[src/rtl/mips_pkg.sv]
// Shared definitions for the MIPS instruction-fetch path: fault/idle filler word,
// loader state encoding and byte-to-word address helper.
package mips_pkg;

  localparam logic [31:0] NOP_WORD_DEFAULT = 32'h0000_0000;

  typedef enum logic [1:0] {
    IDLE = 2'd0,
    LOAD = 2'd1,
    RUN  = 2'd2
  } state_e;

  function automatic logic [29:0] word_addr(input logic [31:0] byte_addr);
    return byte_addr[31:2];
  endfunction

endpackage

[src/rtl/inst_ram.sv]
// Synchronous instruction RAM: one write port, one registered read port with enable.
// The array and the read register are deliberately not reset.
module inst_ram #(
  parameter int DATA_W = 32,
  parameter int DEPTH  = 64,
  parameter int AW     = $clog2(DEPTH)
) (
  input  logic              clk,
  input  logic              we,
  input  logic [AW-1:0]     waddr,
  input  logic [DATA_W-1:0] wdata,
  input  logic              re,
  input  logic [AW-1:0]     raddr,
  output logic [DATA_W-1:0] rdata
);

  logic [DATA_W-1:0] mem [DEPTH];
  logic [DATA_W-1:0] rdata_q;

  // Write port and registered read; rdata holds while re is low.
  always_ff @(posedge clk) begin
    if (we) begin
      mem[waddr] <= wdata;
    end
    if (re) begin
      rdata_q <= mem[raddr];
    end
  end

  assign rdata = rdata_q;

endmodule

[src/rtl/inst_mem_loadable.sv]
// Loadable instruction memory: host streams a program over valid/ready, core fetches
// with one-cycle latency; faulting or non-RUN fetches return NOP_WORD.
module inst_mem_loadable
  import mips_pkg::*;
#(
  parameter int                 DATA_W   = 32,
  parameter int                 DEPTH    = 64,
  parameter logic [DATA_W-1:0]  NOP_WORD = DATA_W'(NOP_WORD_DEFAULT)
) (
  input  logic                       clk,
  input  logic                       rst_n,
  input  logic                       load_start,
  input  logic                       load_valid,
  input  logic [DATA_W-1:0]          load_data,
  input  logic                       load_last,
  output logic                       load_ready,
  output logic                       load_done,
  output logic [$clog2(DEPTH):0]     load_count,
  output logic                       load_overflow,
  input  logic                       fetch_req,
  input  logic [31:0]                fetch_addr,
  output logic [DATA_W-1:0]          inst,
  output logic                       inst_valid,
  output logic                       fault_misaligned,
  output logic                       fault_range
);

  localparam int AW = $clog2(DEPTH);
  localparam int CW = AW + 1;

  state_e          state_q, state_d;
  logic [AW-1:0]   ptr_q, ptr_d;
  logic [CW-1:0]   count_q, count_d;
  logic            overflow_q, overflow_d;
  logic            done_q, done_d;
  logic            ready_q, ready_d;
  logic            valid_q, valid_d;
  logic            fmis_q, fmis_d;
  logic            frng_q, frng_d;
  logic            use_ram_q, use_ram_d;

  logic [29:0]       wa_s;
  logic              mis_s, rng_s, run_fetch_s, accept_s, last_slot_s, re_s;
  logic [DATA_W-1:0] ram_rdata_s;

  // Address decode and handshake qualification; load_start pre-empts both a word and a fetch.
  always_comb begin
    wa_s        = word_addr(fetch_addr);
    mis_s       = (fetch_addr[1:0] != 2'b00);
    rng_s       = (wa_s >= 30'(DEPTH));
    run_fetch_s = fetch_req && (state_q == RUN) && !load_start;
    accept_s    = load_valid && (state_q == LOAD) && !load_start;
    last_slot_s = (ptr_q == AW'(DEPTH - 1));
    re_s        = run_fetch_s && !mis_s && !rng_s;
  end

  // Loader FSM: next state, pointer, word count, overflow and done pulse.
  always_comb begin
    state_d    = state_q;
    ptr_d      = ptr_q;
    count_d    = count_q;
    overflow_d = overflow_q;
    done_d     = 1'b0;
    case (state_q)
      IDLE, RUN: begin
        if (load_start) begin
          state_d    = LOAD;
          ptr_d      = '0;
          count_d    = '0;
          overflow_d = 1'b0;
        end else begin
          state_d = state_q;
        end
      end
      LOAD: begin
        if (load_start) begin
          state_d    = LOAD;
          ptr_d      = '0;
          count_d    = '0;
          overflow_d = 1'b0;
        end else if (accept_s) begin
          ptr_d   = ptr_q + AW'(1);
          count_d = count_q + CW'(1);
          if (load_last || last_slot_s) begin
            state_d    = RUN;
            done_d     = 1'b1;
            overflow_d = !load_last;
          end else begin
            state_d = LOAD;
          end
        end else begin
          state_d = LOAD;
        end
      end
      default: begin
        state_d = IDLE;
      end
    endcase
    ready_d = (state_d == LOAD);
  end

  // Fetch response: faults and RAM select update only on a request, otherwise hold.
  always_comb begin
    valid_d   = fetch_req;
    fmis_d    = fmis_q;
    frng_d    = frng_q;
    use_ram_d = use_ram_q;
    if (fetch_req) begin
      if (run_fetch_s) begin
        fmis_d    = mis_s;
        frng_d    = rng_s;
        use_ram_d = !mis_s && !rng_s;
      end else begin
        fmis_d    = 1'b0;
        frng_d    = 1'b0;
        use_ram_d = 1'b0;
      end
    end else begin
      use_ram_d = use_ram_q;
    end
  end

  // State and output registers.
  always_ff @(posedge clk or negedge rst_n) begin
    if (!rst_n) begin
      state_q    <= IDLE;
      ptr_q      <= '0;
      count_q    <= '0;
      overflow_q <= 1'b0;
      done_q     <= 1'b0;
      ready_q    <= 1'b0;
      valid_q    <= 1'b0;
      fmis_q     <= 1'b0;
      frng_q     <= 1'b0;
      use_ram_q  <= 1'b0;
    end else begin
      state_q    <= state_d;
      ptr_q      <= ptr_d;
      count_q    <= count_d;
      overflow_q <= overflow_d;
      done_q     <= done_d;
      ready_q    <= ready_d;
      valid_q    <= valid_d;
      fmis_q     <= fmis_d;
      frng_q     <= frng_d;
      use_ram_q  <= use_ram_d;
    end
  end

  inst_ram #(
    .DATA_W (DATA_W),
    .DEPTH  (DEPTH),
    .AW     (AW)
  ) u_ram (
    .clk   (clk),
    .we    (accept_s),
    .waddr (ptr_q),
    .wdata (load_data),
    .re    (re_s),
    .raddr (wa_s[AW-1:0]),
    .rdata (ram_rdata_s)
  );

  assign load_ready       = ready_q;
  assign load_done        = done_q;
  assign load_count       = count_q;
  assign load_overflow    = overflow_q;
  assign inst_valid       = valid_q;
  assign fault_misaligned = fmis_q;
  assign fault_range      = frng_q;
  assign inst             = use_ram_q ? ram_rdata_s : NOP_WORD;

endmodule

[config.mk]
export PLATFORM = sky130hd
export DESIGN_NAME = inst_mem_loadable
export DESIGN_NICKNAME = d
export VERILOG_FILES = /design/src/rtl/mips_pkg.sv /design/src/rtl/inst_ram.sv /design/src/rtl/inst_mem_loadable.sv
export SDC_FILE = /design/constraint.sdc
export NUM_CORES = 2
export LEC_CHECK = 0
export BUFFER_PORTS_ARGS = -buffer_cell sky130_fd_sc_hd__buf_2
export CAP_MARGIN = 30
export CORE_MARGIN = 5
export CORE_UTILIZATION = 47
export CTS_CLUSTER_SIZE = 16
export DETAILED_ROUTE_END_ITERATION = 10
export GPL_ROUTABILITY_DRIVEN = 0
export SETUP_SLACK_MARGIN = 0.3
export SYNTH_ARGS = -nofsm -noshare
export SYNTH_HDL_FRONTEND = slang
export SYNTH_HIERARCHICAL = 1
export SYNTH_SLANG_ARGS = --single-unit
export TNS_END_PERCENT = 1
[constraint.sdc]
create_clock -name clk -period 9.6 [get_ports clk]
set_input_delay 0.48 -clock clk [delete_from_list [all_inputs] [get_ports clk]]
set_output_delay 0.48 -clock clk [all_outputs]
set_load 0.01 [all_outputs]
==> summary.md <==
Power spread over the standard cell area amounts to 208 nW/µm². The peak supply drop was 0.000151 V. Total power for the finished layout comes to 19.0 mW.

CTS saw 2,102 sinks. For this run, the number of Yosys warnings is 6. Setup repair after global routing left no endpoint under its margin. The via count of the first global-routing pass is 38,700. The flow ran to the end, and the final reports show no timing, DRC or antenna violations. The run gives 0 as the max-slew violation count.

Registers take 63,000 µm². In this run, placement finished with an instance count of 5,742. The tools report the cell at the root of the clock tree as sky130_fd_sc_hd__clkbuf_16. The leakage component of the power is 28.6 nW. Averaged over all synthesized cells, the footprint is 23.1 µm².

The end-of-flow core utilization came out at 0.538. For the clock latency at the later pin of the worst-skew pair, the log shows 0.81 ns. In this run, synthesis produced a sequential element count of 2,102. The full die area is 179,000 µm², and the actual transition at the worst max-transition pin is 1.11 ns. The H-tree depth is 4. For this run, the leading register cell type out of synthesis is sky130_fd_sc_hd__edfxtp_1. The flop-to-flop setup slack was 6.23 ns. For the count of final hold-check violations, the log shows 0. The number of synthesized flops with an enable pin is 2,080, and the cell area reported after detailed placement is 84,400 µm². The placed wire-length estimate after detailed placement was 108,000 µm; the proportion of layout cells with a drive suffix above 1 was 0.293.

Counting every net in the synthesized netlist gives 3,542. For the number of max-cap violations, the log shows 0. The share of synthesized flip-flops with an asynchronous set or reset came out at 0.0105. The cell depth of the worst flop-to-flop path was 7. The worst setup path is launched from an input port. Leaving out fill and tap cells, the most frequent cells in the layout are 2,080 x sky130_fd_sc_hd__edfxtp_1, 544 x sky130_fd_sc_hd__mux4_2, 208 x sky130_fd_sc_hd__clkbuf_16. At the end of the flow, the number of nets in the layout was 3,829. The critical path starts at fetch_addr[4]. Synthesis handed over a netlist of 3,470 instances. The final total negative setup slack came out at 0 ns.

The clock slew seen by the registers of the worst setup and hold paths came out at 0.06 ns. The aggregate global-route resource usage came out at 0.236. In this run the critical register-to-register path is launched from state_q[0]$_DFF_PN0_.

Using the TritonRoute via totals, the vias-per-cell ratio works out to 6.23. The worst slew slack as a fraction of its limit is 0.253, and the time the worst path needs with I/O delays and setup is 3.73 ns. The mapped netlist covers 80,100 µm². The run gives 0.0204 ns as the final clock skew.

The run gives 4.25 ns as the worst path arrival time. The multi-input combinational cells in the finished layout cover a total of 16,700 µm². The floorplan has 151 rows. Pin placement for this block handled 115 I/O pins.

After detailed routing, the total wire length is 211,000 µm. The logs give 0 for the number of resized instances in the post-cts repair step and 268 MHz for the timing-limited maximum frequency. The number of antenna violations at the first check in global routing was 14.

The tools report the pin count of the biggest net entering global routing as 112. The register area share after synthesis is 0.786, and the final worst-path cycle share is 0.389. The initial standard-cell utilization of the core was 0.473; the y dimension of the die was 423 µm.

Vias after detailed routing: 38,300. The area growth from synthesis to layout was 13.9%; the number of nets with antenna violations after routing was 0. The final setup violation count was 0; the number of fill cells was 12,700. In this run the critical register-to-register path is captured at u_ram/mem[14][10]$_DFFE_PP_. The tools report the DRC violation total after the first TritonRoute iteration as 4,667. TritonCTS built the clock tree. The tightest min-delay check is of the in2reg type.

Measured along the x axis, the die boundary spans 423 µm. The logs give 207 for the TritonCTS buffer count and 3 for the worst-case clock buffer depth. At the worst endpoint, the required time is 10.12 ns. The DRC violations left is 0, and the detailed-routing iteration count for the pre-antenna-repair pass is 7.

Global-route wire length before repair: 297,000 µm. The count of buffers added on input and output ports is 114. Of all nets on the critical path, the largest fanout is 90. The critical path in this run is classified as in2reg.

The finished layout holds 6,145 standard cells, fillers aside. The tools report the end of the critical path as u_ram/rdata[11]$_DFFE_PP_. The post-route standard cell area excluding fillers is 91,300 µm², and the core region area is 169,000 µm². The most common cell after layout, fill and taps aside was sky130_fd_sc_hd__edfxtp_1.

The tools report the number of distinct library cell variants in the gate-level netlist after synthesis as 57. The kind of end point of the critical path is a flop. The routed wirelength normalized by instance count was 34.3 µm.

After global routing the overflow that remains totals 0.
[flip-flops by register name, indices dropped and copies added (netlist names)]
name,cells
load_ready,1
ptr_q,6
inst_valid,1
load_count,7
use_ram_q,1
fault_misaligned,1
state_q,2
u_ram/mem,2048
fault_range,1
load_overflow,1
load_done,1
u_ram/rdata,32
[where the power goes]
group / internal, mW / switching [mW]
Clock: 4.50 / 3.37
Sequential: 10.1 / 0.0322
Combinational: 0.349 / 0.565
Total: 15.0 / 3.97
[cells in the mapped netlist, drive strengths merged, types with 4 or more instances]
| master | instances | area (µm²) |
|---|---|---|
| or3b | 6 | 52.6 |
| a41o | 4 | 40.0 |
| a21oi | 65 | 325 |
| or2 | 4 | 25.0 |
| xnor2 | 4 | 35.0 |
| nor4 | 8 | 62.6 |
| and2 | 37 | 233 |
| dfrtp | 22 | 551 |
| mux2i | 93 | 931 |
| and3 | 6 | 37.5 |
| nor3 | 8 | 40.0 |
| o22ai | 84 | 526 |
| buf | 108 | 608 |
| nor2b | 15 | 93.8 |
| mux4 | 544 | 12300 |
| a311oi | 8 | 70.1 |
| edfxtp | 2080 | 62500 |
| nand3 | 12 | 60.1 |
| nand2 | 37 | 141 |
| nand2b | 8 | 50.1 |
| clkbuf | 79 | 298 |
| nand3b | 5 | 37.5 |
| o32ai | 5 | 43.8 |
| nor2 | 153 | 574 |
| o21ai | 5 | 25.0 |
| o221ai | 27 | 236 |
| a22oi | 12 | 90.1 |
[area by class of cell]
| cell class | instances | area share |
|---|---|---|
| multi-input combinational | 1177 | 0.183 |
| inverter | 4 | 0.000178 |
| sequential | 2102 | 0.691 |
| tap | 2218 | 0.0304 |
| clock buffer | 263 | 0.0600 |
| antenna | 3 | 0.0000823 |
| clock inverter | 113 | 0.0117 |
| timing repair buffer | 265 | 0.0241 |
[stage by stage]
step,hold slack (ns),worst slack (ns)
2_1_floorplan,0.184,5.52
3_3_place_gp,0.466,5.10
3_5_place_dp,0.470,5.02
4_1_cts,0.00858,5.90
5_1_grt,0.00621,5.80
6_report,0.0489,5.87
[metal layers]
metal,global-route usage,share of wire,vias to the layer above
li1,-,-,15400
met1,0.334,0.40,20700
met2,0.380,0.49,1797
met3,0.0471,0.083,357
met4,0.0612,0.026,8
met5,0,0.00031,-
[critical path, stage by stage]
cell,delay [ns]
sky130_fd_sc_hd__buf_8,0.46
sky130_fd_sc_hd__buf_4,0.67
sky130_fd_sc_hd__buf_12,0.51
sky130_fd_sc_hd__nand2b_1,0.38
sky130_fd_sc_hd__buf_4,0.39
sky130_fd_sc_hd__o22ai_1,0.26
sky130_fd_sc_hd__nor2_1,0.06
sky130_fd_sc_hd__a21oi_1,0.71
sky130_fd_sc_hd__nor2_1,0.08
[worst min-delay path by stage]
stage / from / endpoint / slack [ns] / cells after the start
floorplan: rst_n / fault_misaligned$_DFFE_PN0P_ / 0.18 / 0
global placement: rst_n / load_count[6]$_DFFE_PN0P_ / 0.47 / 1
detailed placement: rst_n / load_count[6]$_DFFE_PN0P_ / 0.47 / 1
CTS: load_data[25] / u_ram/mem[35][25]$_DFFE_PP_ / 0.009 / 1
global route: load_data[1] / u_ram/mem[3][1]$_DFFE_PP_ / 0.006 / 1
finish: load_data[1] / u_ram/mem[0][1]$_DFFE_PP_ / 0.05 / 1
[repair_timing]
| action | CTS | global route |
|---|---|---|
| setup buffers | 0 | 0 |
| hold endpoints to repair | 108 | 8 |
| hold buffers | 18 | 2 |
[cells by family after synthesis]
logic type	Yosys count	synth area share
DFF	2102	0.786
muxes	637	0.164
and+or+nand+nor	311	0.0188
xor gates and xnor gates	7	0.000765
buffers and inverters	191	0.0115
AOI/OAI and AO/OA	220	0.0179
adders and majority gates	2	0.000312
Note: power is estimated with default switching activity, not from simulation.
